**src/rtl/rc4_crack_pkg.sv**
```systemverilog
// Shared types for the RC4 key-search datapath: key width and the
// result-collector state encoding.
package rc4_crack_pkg;

    localparam int KEY_WIDTH = 22;

    typedef enum logic [1:0] {
        IDLE   = 2'd0,
        SEARCH = 2'd1,
        FOUND  = 2'd2,
        FAILED = 2'd3
    } collector_state_t;

endpackage

```
**src/rtl/lowest_set_index.sv**
```systemverilog
// Combinational priority encoder: index of the lowest set bit of vec,
// with valid=0 (and idx=0) when no bit is set.
module lowest_set_index #(
    parameter int N     = 4,
    parameter int IDX_W = (N > 1) ? $clog2(N) : 1
) (
    input  logic [N-1:0]     vec,
    output logic [IDX_W-1:0] idx,
    output logic             valid
);

    // Scanning from the top lets the lowest set bit overwrite any higher one.
    always_comb begin
        idx   = '0;
        valid = 1'b0;
        for (int i = N - 1; i >= 0; i--) begin
            if (vec[i]) begin
                idx   = IDX_W'(i);
                valid = 1'b1;
            end
        end
    end

endmodule

```
**src/rtl/key_result_collector.sv**
```systemverilog
// Collects found/exhausted flags from the cracking cores, latches the first
// winning key, broadcasts a registered stop_all and drives the HEX display.
module key_result_collector #(
    parameter int CORE_COUNT  = 4,
    parameter int KEY_WIDTH   = rc4_crack_pkg::KEY_WIDTH,
    parameter int ROTATE_LOG2 = 24,
    localparam int IDX_W      = (CORE_COUNT > 1) ? $clog2(CORE_COUNT) : 1
) (
    input  logic                            clk,
    input  logic                            reset,
    input  logic                            start,
    input  logic [CORE_COUNT*KEY_WIDTH-1:0] core_key,
    input  logic [CORE_COUNT-1:0]           core_found,
    input  logic [CORE_COUNT-1:0]           core_exhausted,
    input  logic                            show_live,
    output logic                            stop_all,
    output logic                            found,
    output logic                            failed,
    output logic [KEY_WIDTH-1:0]            winner_key,
    output logic [IDX_W-1:0]                winner_core,
    output logic [KEY_WIDTH-1:0]            display,
    output logic [31:0]                     search_cycles,
    output rc4_crack_pkg::collector_state_t dbg_state
);

    import rc4_crack_pkg::*;

    collector_state_t        state, state_next;
    logic [KEY_WIDTH-1:0]    keys [CORE_COUNT];
    logic [KEY_WIDTH-1:0]    key_or;
    logic [IDX_W-1:0]        win_idx;
    logic                    any_found;
    logic                    win_now;
    logic [KEY_WIDTH-1:0]    winner_key_next;
    logic [KEY_WIDTH-1:0]    display_next;
    logic [IDX_W-1:0]        live_idx;
    logic [ROTATE_LOG2-1:0]  dwell;

    assign dbg_state = state;

    lowest_set_index #(.N(CORE_COUNT), .IDX_W(IDX_W)) u_win_enc (
        .vec   (core_found),
        .idx   (win_idx),
        .valid (any_found)
    );

    always_comb begin
        key_or = '0;
        for (int i = 0; i < CORE_COUNT; i++) begin
            keys[i] = core_key[i*KEY_WIDTH +: KEY_WIDTH];
            key_or  = key_or | keys[i];
        end
    end

    always_comb begin
        state_next = state;
        case (state)
            IDLE:    if (start) state_next = SEARCH;
            SEARCH: begin
                // A find beats exhaustion seen on the same edge.
                if (any_found)            state_next = FOUND;
                else if (&core_exhausted) state_next = FAILED;
            end
            default: state_next = state;
        endcase
    end

    assign win_now         = (state == SEARCH) && any_found;
    assign winner_key_next = win_now ? keys[win_idx] : winner_key;

    always_comb begin
        display_next = '0;
        case (state_next)
            SEARCH:  display_next = show_live ? keys[live_idx] : key_or;
            FOUND:   display_next = winner_key_next;
            FAILED:  display_next = '1;
            default: display_next = '0;
        endcase
    end

    always_ff @(posedge clk) begin
        if (reset) begin
            state         <= IDLE;
            found         <= 1'b0;
            failed        <= 1'b0;
            stop_all      <= 1'b0;
            winner_key    <= '0;
            winner_core   <= '0;
            display       <= '0;
            search_cycles <= '0;
            live_idx      <= '0;
            dwell         <= '0;
        end else begin
            state    <= state_next;
            found    <= (state_next == FOUND);
            failed   <= (state_next == FAILED);
            stop_all <= (state_next == FOUND) || (state_next == FAILED);
            display  <= display_next;
            if (win_now) begin
                winner_key  <= winner_key_next;
                winner_core <= win_idx;
            end
            if (state == SEARCH) begin
                if (search_cycles != 32'hFFFF_FFFF) search_cycles <= search_cycles + 32'd1;
                dwell <= dwell + 1'b1;
                if (&dwell) begin
                    live_idx <= (live_idx == IDX_W'(CORE_COUNT - 1)) ? '0 : live_idx + 1'b1;
                end
            end
        end
    end

endmodule
```
**config.mk**
```make
export PLATFORM = sky130hd
export DESIGN_NAME = key_result_collector
export DESIGN_NICKNAME = d
export VERILOG_FILES = /design/src/rtl/rc4_crack_pkg.sv /design/src/rtl/lowest_set_index.sv /design/src/rtl/key_result_collector.sv
export SDC_FILE = /design/constraint.sdc
export NUM_CORES = 1
export LEC_CHECK = 0
export CAP_MARGIN = 20
export CELL_PAD_IN_SITES_DETAIL_PLACEMENT = 0
export CELL_PAD_IN_SITES_GLOBAL_PLACEMENT = 1
export CORE_AREA = 2 2 131 133
export CTS_CLUSTER_DIAMETER = 80
export DETAILED_ROUTE_END_ITERATION = 16
export DIE_AREA = 0 0 133 135
export GPL_ROUTABILITY_DRIVEN = 1
export PLACE_DENSITY_LB_ADDON = 0.1
export SLEW_MARGIN = 30
export SYNTH_ARGS = -nofsm -noshare
export SYNTH_HDL_FRONTEND = slang
export SYNTH_SLANG_ARGS = --single-unit
```
**constraint.sdc**
```tcl
create_clock -name clk -period 3.95 [get_ports clk]
set_clock_uncertainty 0.05 [all_clocks]
set_input_delay 0.79 -clock clk [delete_from_list [all_inputs] [get_ports clk]]
set_output_delay 0.79 -clock clk [all_outputs]
set_load 0.01 [all_outputs]
```
**Yosys cells after proc, flatten, opt, wreduce, memory -nomap -nowiden**

Index checks and enable logic that the tools add are counted.

- Add/sub/neg operators: 3
- Multiplexer cells: 22
- Magnitude comparators: 2
- Bitwise operators: 5
- Equality and inequality tests: 6
- Reductions and logical operators: 6

Operators by type and width:

| operator | number |
|---|---|
| 22-bit 2-to-1 mux | 6 |
| 22-bit binary-select mux with 2-bit select | 2 |
| 22-bit OR | 3 |
| 22-bit case mux with 3 select lines | 1 |
| 32-bit by 1-bit adder with 32-bit output (second input constant) | 1 |
| 32-bit != test (second input constant) | 1 |
| 25-bit AND reduction | 1 |
| 24-bit by 1-bit adder with 24-bit output (second input constant) | 1 |
| 2-bit 2-to-1 mux | 8 |
| 2-bit == test (second input constant) | 3 |
| 3-bit >= comparator (second input constant) | 2 |
| 2-bit inverter with 3-bit output | 2 |
| 2-bit by 1-bit == test with 1-bit output (second input constant) | 2 |
| 1-bit 2-to-1 mux | 4 |
| 2-bit case mux with 2 select lines | 1 |
| 4-bit AND reduction | 1 |
| 2-bit by 1-bit adder with 2-bit output (second input constant) | 1 |
| 2-bit zero test | 1 |
| 2-bit AND reduction | 1 |
| 1-bit logical AND | 1 |
| 1-bit logical OR | 1 |

- Logic and storage cells: 54
- Register bits: 109
- Bits of input ports: 100

**Depth between registers and ports, before layout**

Gate-level depths: netlist (run 1).

- Depth after elaboration: 10
- Mapped depth: 8
- Mapped depth without buffers: 6

**By module**

Synthesis (run 1) repeated with hierarchy kept, for this count alone.

- Cell total of the unflattened synthesis: 625
- Area, all modules: 6185.9 µm²

Modules (own cells, without submodules):

| module | cells an instance | area each (µm²) | times used | sequential area each (µm²) |
|---|---|---|---|---|
| key_result_collector | 618 | 6150.9 | 1 | 2182.1 |
| lowest_set_index | 7 | 35.0 | 1 | 0.0 |

**Worst setup path after synthesis (run 1)**

Ideal clock, no wire load.

- Path kind: input to register
- From: input core_found[1]
- To: register display[17]
- Stages on the path: 6
- Setup slack: 1.619 ns
- Data required time: 3.768 ns
- Arrival time: 2.148 ns
- Cells stage by stage: or2_2 nor2_1 buf_2 mux4_2 nand2_1 a21oi_1

- Longest elaborated chain between the ends: 8

RTL lines:

| element | line | text |
|---|---|---|
| from (decl) | key_result_collector.sv:13 | `input logic [CORE_COUNT-1:0] core_found,` |
| 2-bit 2-to-1 mux (2 in a row) | lowest_set_index.sv:17 | `if (vec[i]) begin` |
| 2-bit inverter with 3-bit output (implied by the code) | key_result_collector.sv:69 | `assign winner_key_next = win_now ? keys[win_idx] : winner_key;` |
| 22-bit binary-select mux with 2-bit select | key_result_collector.sv:69 |  |
| 22-bit 2-to-1 mux (implied by the code) (2 in a row) | key_result_collector.sv:69 |  |
| 22-bit 2-to-1 mux | key_result_collector.sv:69 |  |
| 22-bit case mux with 3 select lines * | key_result_collector.sv:73 | `case (state_next)` |
| to (signal assigned) | key_result_collector.sv:98 | `display <= display_next;` |
| to (decl) | key_result_collector.sv:21 | `output logic [KEY_WIDTH-1:0] display,` |

Every way passes the cells marked *; elsewhere a longest branch is shown, timed or not. The select of a mux whose other input is x is not followed.
A chain may end at the register's enable or synchronous reset.

**Worst setup path after layout (run 1)**

- From: input core_found[3]
- To: register display[12]

- Longest elaborated chain between the ends: 10

RTL lines:

| element | line |
|---|---|
| 2-bit 2-to-1 mux (4 in a row) | lowest_set_index.sv:17 |
| 2-bit inverter with 3-bit output (implied by the code) | key_result_collector.sv:69 |
| 22-bit binary-select mux with 2-bit select | key_result_collector.sv:69 |
| 22-bit 2-to-1 mux (implied by the code) (2 in a row) | key_result_collector.sv:69 |
| 22-bit 2-to-1 mux | key_result_collector.sv:69 |
| 22-bit case mux with 3 select lines * | key_result_collector.sv:73 |

Marks and branches as above.

==> qor.txt, run 1 <==
Outcome: finished clean
DR WL/cell: 18.75 microns
Startpoint Class: primary input
Final #Nets: 970
Clk slew on worst S/H paths: 0.08 ns
Final period utilization: 70.03%
Final setup vio count: 0
PwrDens: 303.0 nW/um^2
Post-Syn Instances: 711
First-pass GRT wire length: 32480 microns
Crit path DAT: 2.93 ns
Syn nets: 814
DRT antenna net count: 0
Site Rows: 47
Reg power frac: 46.0%
Simple-Gate Fraction of Synth Area: 20.32%
Yosys warning total: 0
# Max-Cap Violations: 0
Vias: 6201
Worst Hold End: winner_core[0]$_SDFFE_PP0N_
Largest net degree at the start of global routing: 88
Depth of the worst register-to-register path: 6
Die Wd: 133 microns
Synth unique cells: 49
DP Area: 8048 sq um
Io pins: 183
Maximum vdd ir drop: 0.2276 mV
Setup bufs post-CTS: 0
RSZ-0062 raised after global routing: no
Gate power share: 18.9%
GP Congestion: 0.8170
N_diodes: 0
Total Wirelength: 20480 microns
Final Hold Viols: 0
P&R area growth vs syn: 38.49%
Clock root cell: clkbuf_16
Die Y: 135 microns
Sw Pwr: 0.7002 mW
Worst-path maximum fanout: 13
R2r endpoint: display[9]$_SDFF_PP0_
Share of layout cells above drive strength 1: 7.454%
Hold_buf cts: 0
CP Capture Type: register
CTS max path bufs: 2
Largest family of logic cells by synthesized area: compound AO/OA/AOI/OAI gates
DP HPWL: 14290 microns
Most used DFF post-synth: dfxtp_1
Worst Hold Class: register to register
Internal Power: 1.830 mW
Core box area: 16410 sq um
Number of global-route vias before repair: 6158
CTS tree: yes
Num CTS Buffers: 9
Hold path startpoint: winner_core[0]$_SDFFE_PP0N_
Count leader, synth: dfxtp_1
Avg Cell Area, Syn: 8.480 sq um
Post-route cell area: 8351 sq um
Synth Area in Adders: 0.6225%
Clk pwr share: 35.2%
Origin of the critical flop-to-flop path: dbg_state[0]$_SDFF_PP0_
GRT Resource Usage Total: 22.67%
Flop-to-flop setup slack: 1.21 ns
Vias per cell: 5.679
Synth top cells by count: 109 x dfxtp_1, 83 x a21oi_1, 52 x nor2_1
Min Tclk post-route: 2.766 ns
CTS resizes: 0
Max H-tree Level: 3
Sw frac: 27.67%
Ys async rst share: 0%
Complex-gate fraction of the synthesized area: 21.50%
GR Overflow Total: 0
Pleak: 2.689 nW
Post-Syn Area: 6030 sq um
Final slew viol count: 0
Initial DRC Count: 436
Synth Register Bits: 109
Xor/xnor share of the synthesized area: 4.794%
Hold path cells: 2
Post-synthesis mux area share: 12.76%
Area contributors post-synth: dfxtp_1 36%, mux2i_1 7.0%, a21oi_1 6.9%
Slew @ Worst Pin: 0.8139 ns
Pre-antenna DRT Iters: 5
Initial Utilization: 36.75%
Later-pin clock latency in the skew report: 0.36 ns
Clock Sinks: 109
Slew headroom: 45.32%
Setup TNS: 0 ns
Post-synth EDFFs: 0
Initial antenna violation count: 0
Sequential area share after synthesis: 36.19%
# DRC: 0
F_max: 361.5 MHz
Area leader, netlist: dfxtp_1
Setup CP Type: primary input to register
Post-synth top area share: 36.19%
Critical Path RT: 4.12 ns
Port Buffers: 182
Full die area: 17960 sq um
-- sequential cells by signal (all words and copies together), names as in the netlist --
name and flops:
found 1, search_cycles 32, winner_core 2, failed 1
live_idx 2, dwell 24, dbg_state 2, stop_all 1
display 22, winner_key 22
-- cell type report --
class                      count  area, sq um
clock buffer                  10        229.0
sequential                   109         2182
tap                          220        275.3
multi-input combinational    544         3641
fill                        1532         8056
timing repair buffer         195         1938
clock inverter                 6        55.05
inverter                       8        30.03
-- worst max-delay path by stage --
stage,from,endpoint,slack [ns],cells after the start
2_1_floorplan,core_found[1],display[17]$_SDFF_PP0_,1.62,6
3_3_place_gp,show_live,display[13]$_SDFF_PP0_,0.65,7
3_5_place_dp,show_live,display[12]$_SDFF_PP0_,0.58,7
4_1_cts,show_live,display[12]$_SDFF_PP0_,0.95,7
5_1_grt,dbg_state[0]$_SDFF_PP0_,display[8]$_SDFF_PP0_,1.01,6
6_report,core_found[3],display[12]$_SDFF_PP0_,1.18,7
-- kinds of logic after synthesis --
kind of cell | count (synthesis)
AO/OA/AOI/OAI | 205
XOR/XNOR | 33
adder cells (fa/ha/maj) | 3
buffers and inverters | 58
flip-flops | 109
multiplexers | 70
AND/OR/NAND/NOR | 233
-- through the flow --
step                total power, mW  worst slack (ns)  std cells  utilization (%)  hold WS, ns
global placement              1.655            0.6500       1075            49.02       0.3973
detailed placement            1.663            0.5793       1075            49.05       0.3971
floorplan                     1.398             1.619        711                -       0.4036
global route                  2.641             1.009       1092            50.90       0.4446
CTS                           2.559            0.9475       1091            50.78       0.4085
finish                        2.531             1.184       1092            50.90       0.4047
-- worst max-delay path, stage by stage --
cell and delay (ns):
clkdlybuf4s50_1 0.50, nor4_1 0.51, nor2_1 0.15, nand2_1 0.38
buf_4 0.32, o22a_1 0.20, a21oi_1 0.08
-- cells in the final DEF, fill, tap and decap left out, drive strengths merged, types with 15 or more instances in the layout --
master,count
dfxtp,109
a21oi,83
nand2,45
o21ai,18
o22a,20
nor4,15
a211oi,41
nand3,22
mux2,25
clkdlybuf4s50,181
o22ai,21
nor2,52
xnor2,21
mux2i,42
or3,34
-- power groups by stage --
stage          registers, mW  logic (mW)  clock network (mW)
2_1_floorplan           1.20       0.197                   0
3_3_place_gp            1.19       0.465                   0
3_5_place_dp            1.19       0.473                   0
4_1_cts                 1.16       0.476               0.919
5_1_grt                 1.17       0.512               0.962
6_report                1.16       0.477               0.891
-- layer usage --
| layer | wire [microns] | global-route usage [%] | part of all wire, % |
|---|---|---|---|
| met1 | 8641 | 27.65 | 42 |
| met2 | 9922 | 39.78 | 48 |
| met4 | 346 | 6.571 | 1.7 |
| met3 | 1566 | 5.480 | 7.6 |
| met5 | 0 | 0 | 0 |
No activity file was read; power rests on OpenSTA's default activity.
==> run 2, diff against run 1 <==
Settings changed: CORE_AREA 2 2 131 133 to 2 2 135 137, DIE_AREA 0 0 133 135 to 0 0 137 139.
Clock period 3.95 ns to 2.7 ns, I/O delays scaled along.
==> qor.txt, run 2 (synthesis results as in run 1) <==
Clk slew on worst S/H paths: 0.07 ns (about the same)
Final worst slack: 0.3466 ns (-0.8371 ns)
Fillers: 1675 (+9.3%)
CTS resizes: 0 (unchanged)
Worst Hold End: winner_core[0]$_SDFFE_PP0N_
GP Congestion: 0.8156 (-0.17%)
Final setup vio count: 0 (unchanged)
Critical Path RT: 2.89 ns (-1.23 ns)
DRT antenna net count: 0 (unchanged)
Die Wd: 137 microns (+3.0%)
Setup CP Type: register to register
Port Buffers: 182 (unchanged)
Vias: 6269 (+1.1%)
Core box area: 17660 sq um (+7.6%)
Site Rows: 49 (+4.3%)
DR WL/cell: 18.84 microns (+0.47%)
N_diodes: 0 (unchanged)
Worst Hold Class: register to register
Origin of the critical flop-to-flop path: search_cycles[4]$_SDFFE_PP0P_
Highest routed layer: met4
Initial antenna violation count: 0 (unchanged)
Max H-tree Level: 3 (unchanged)
Setup TNS: 0 ns (unchanged)
Final period utilization: 87.16%
Number of global-route vias before repair: 6142 (-0.26%)
First-pass GRT wire length: 32420 microns (-0.19%)
Final #Nets: 988 (+1.9%)
Flop-to-flop setup slack: 0.35 ns (-0.86 ns)
CP Launch Point: search_cycles[4]$_SDFFE_PP0P_
Later-pin clock latency in the skew report: 0.35 ns (about the same)
Total Wirelength: 21080 microns (+3.0%)
F_max: 424.9 MHz
DP HPWL: 14630 microns (+2.4%)
Maximum vdd ir drop: 0.3078 mV (+35%)
Crit path DAT: 2.54 ns (-0.39 ns)
M1 WL: 9366 microns (+8.4%)
Hold_buf cts: 0 (unchanged)
Io pins: 183 (unchanged)
Gate power share: 19.2% (+0.3 points)
RSZ-0062 raised after global routing: no
GR Overflow Total: 0 (unchanged)
Commonest non-fill, non-tap cells in the layout: 181 x clkdlybuf4s50_1, 109 x dfxtp_1, 83 x a21oi_1, 50 x nor2_1, 45 x nand2_1
Max FFs per register: 32 (unchanged)
# Max-Cap Violations: 0 (unchanged)
Final slew viol count: 0 (unchanged)
Regs by FF count: search_cycles x32, dwell x24
GRT Resource Usage Total: 21.52% (-1.2 points)
Min Tclk post-route: 2.353 ns
Outcome: finished clean
# DRC: 0 (unchanged)
Reg power frac: 44.3% (-1.7 points)
Routed wl met2: 10040 microns (+1.1%)
Biggest register: search_cycles
Clock Sinks: 109 (unchanged)
P&R area growth vs syn: 42.35%
Die Y: 139 microns (+3.0%)
Pleak: 2.816 nW (+4.7%)
Slew headroom: 35.66% (-9.7 points)
R2r endpoint: search_cycles[13]$_SDFFE_PP0P_
CTS max path bufs: 2 (unchanged)
PwrDens: 446.9 nW/um^2 (+47%)
Setup bufs post-CTS: 0 (unchanged)
Met3 Wirelength: 1384 microns (-12%)
Slew @ Worst Pin: 0.9628 ns (+0.1489 ns)
Hold path startpoint: winner_core[0]$_SDFFE_PP0N_
Initial DRC Count: 363 (-17%)
Sw Pwr: 1.007 mW (+44%)
Pre-antenna DRT Iters: 5 (unchanged)
Full die area: 19040 sq um (+6.1%)
Final Hold Viols: 0 (unchanged)
Most common cell after layout, fill and taps aside: clkdlybuf4s50_1
CP Capture Type: register
Dpl ws: 0.1797 ns (-0.3995 ns)
Largest net degree at the start of global routing: 88 (unchanged)
Share of layout cells above drive strength 1: 9.438% (+2.0 points)
Vias per cell: 5.602 (-1.3%)
Initial Utilization: 34.15% (-2.6 points)
CTS tree: yes
Final core occ: 48.61% (-2.3 points)
Clock root cell: clkbuf_16
Startpoint Class: register
Depth of the worst register-to-register path: 5 (-1)
Internal Power: 2.828 mW (+55%)
Num CTS Buffers: 9 (unchanged)
Sw frac: 26.26% (-1.4 points)
Hold path cells: 2 (unchanged)
Worst-path maximum fanout: 10 (-3)
Clk pwr share: 36.5% (+1.3 points)
[run 2: metrics by stage]
stage | instances | hold WS [ns] | area [sq um] | power, mW
6_report | 1119 | 0.4138 | 8583 | 3.836
3_3_place_gp | 1103 | 0.3943 | 8272 | 2.454
5_1_grt | 1119 | 0.4319 | 8583 | 3.984
4_1_cts | 1119 | 0.4161 | 8583 | 3.870
3_5_place_dp | 1103 | 0.4062 | 8272 | 2.469
2_1_floorplan | 711 | 0.4036 | 6030 | 2.045
[run 2: worst max-delay path, cell delays in order, from the launching register on]
cell	delay, ns
dfxtp_1	0.47
nand4_4	0.20
or4_4	0.65
o31ai_1	0.46
nor2_1	0.09
mux2_1	0.32
[run 2: routing by layer]
layer	GRT usage (%)	vias up
met4	6.294	0
met1	28.51	3018
met5	0	-
li1	-	3003
met3	3.728	24
met2	35.61	224
[run 2: worst max path at each step]
stage	end	cells after the start
after floorplan	search_cycles[13]$_SDFFE_PP0P_	7
after global placement	display[5]$_SDFF_PP0_	8
after detailed placement	winner_key[17]$_SDFFE_PP0N_	6
after CTS	search_cycles[13]$_SDFFE_PP0P_	5
after global routing	search_cycles[13]$_SDFFE_PP0P_	6
final	search_cycles[13]$_SDFFE_PP0P_	5
[run 2: power by group through the flow]
stage | Combinational, mW | Clock (mW) | Sequential, mW
after floorplan | 0.288 | 0 | 1.76
after global placement | 0.718 | 0 | 1.74
after detailed placement | 0.732 | 0 | 1.74
after CTS | 0.735 | 1.44 | 1.70
after global routing | 0.791 | 1.49 | 1.70
final | 0.736 | 1.40 | 1.70
[run 2: area by class of cell]
class / instances / area [sq um] / share of cell area [%]
Clock buffer: 11 / 252.7 / 2.945
Multi-Input combinational cell: 544 / 3636 / 42.36
Clock inverter: 5 / 58.81 / 0.6851
Inverter: 8 / 30.03 / 0.3499
Sequential cell: 109 / 2182 / 25.42
Timing Repair Buffer: 213 / 2137 / 24.90
Tap cell: 229 / 286.5 / 3.338
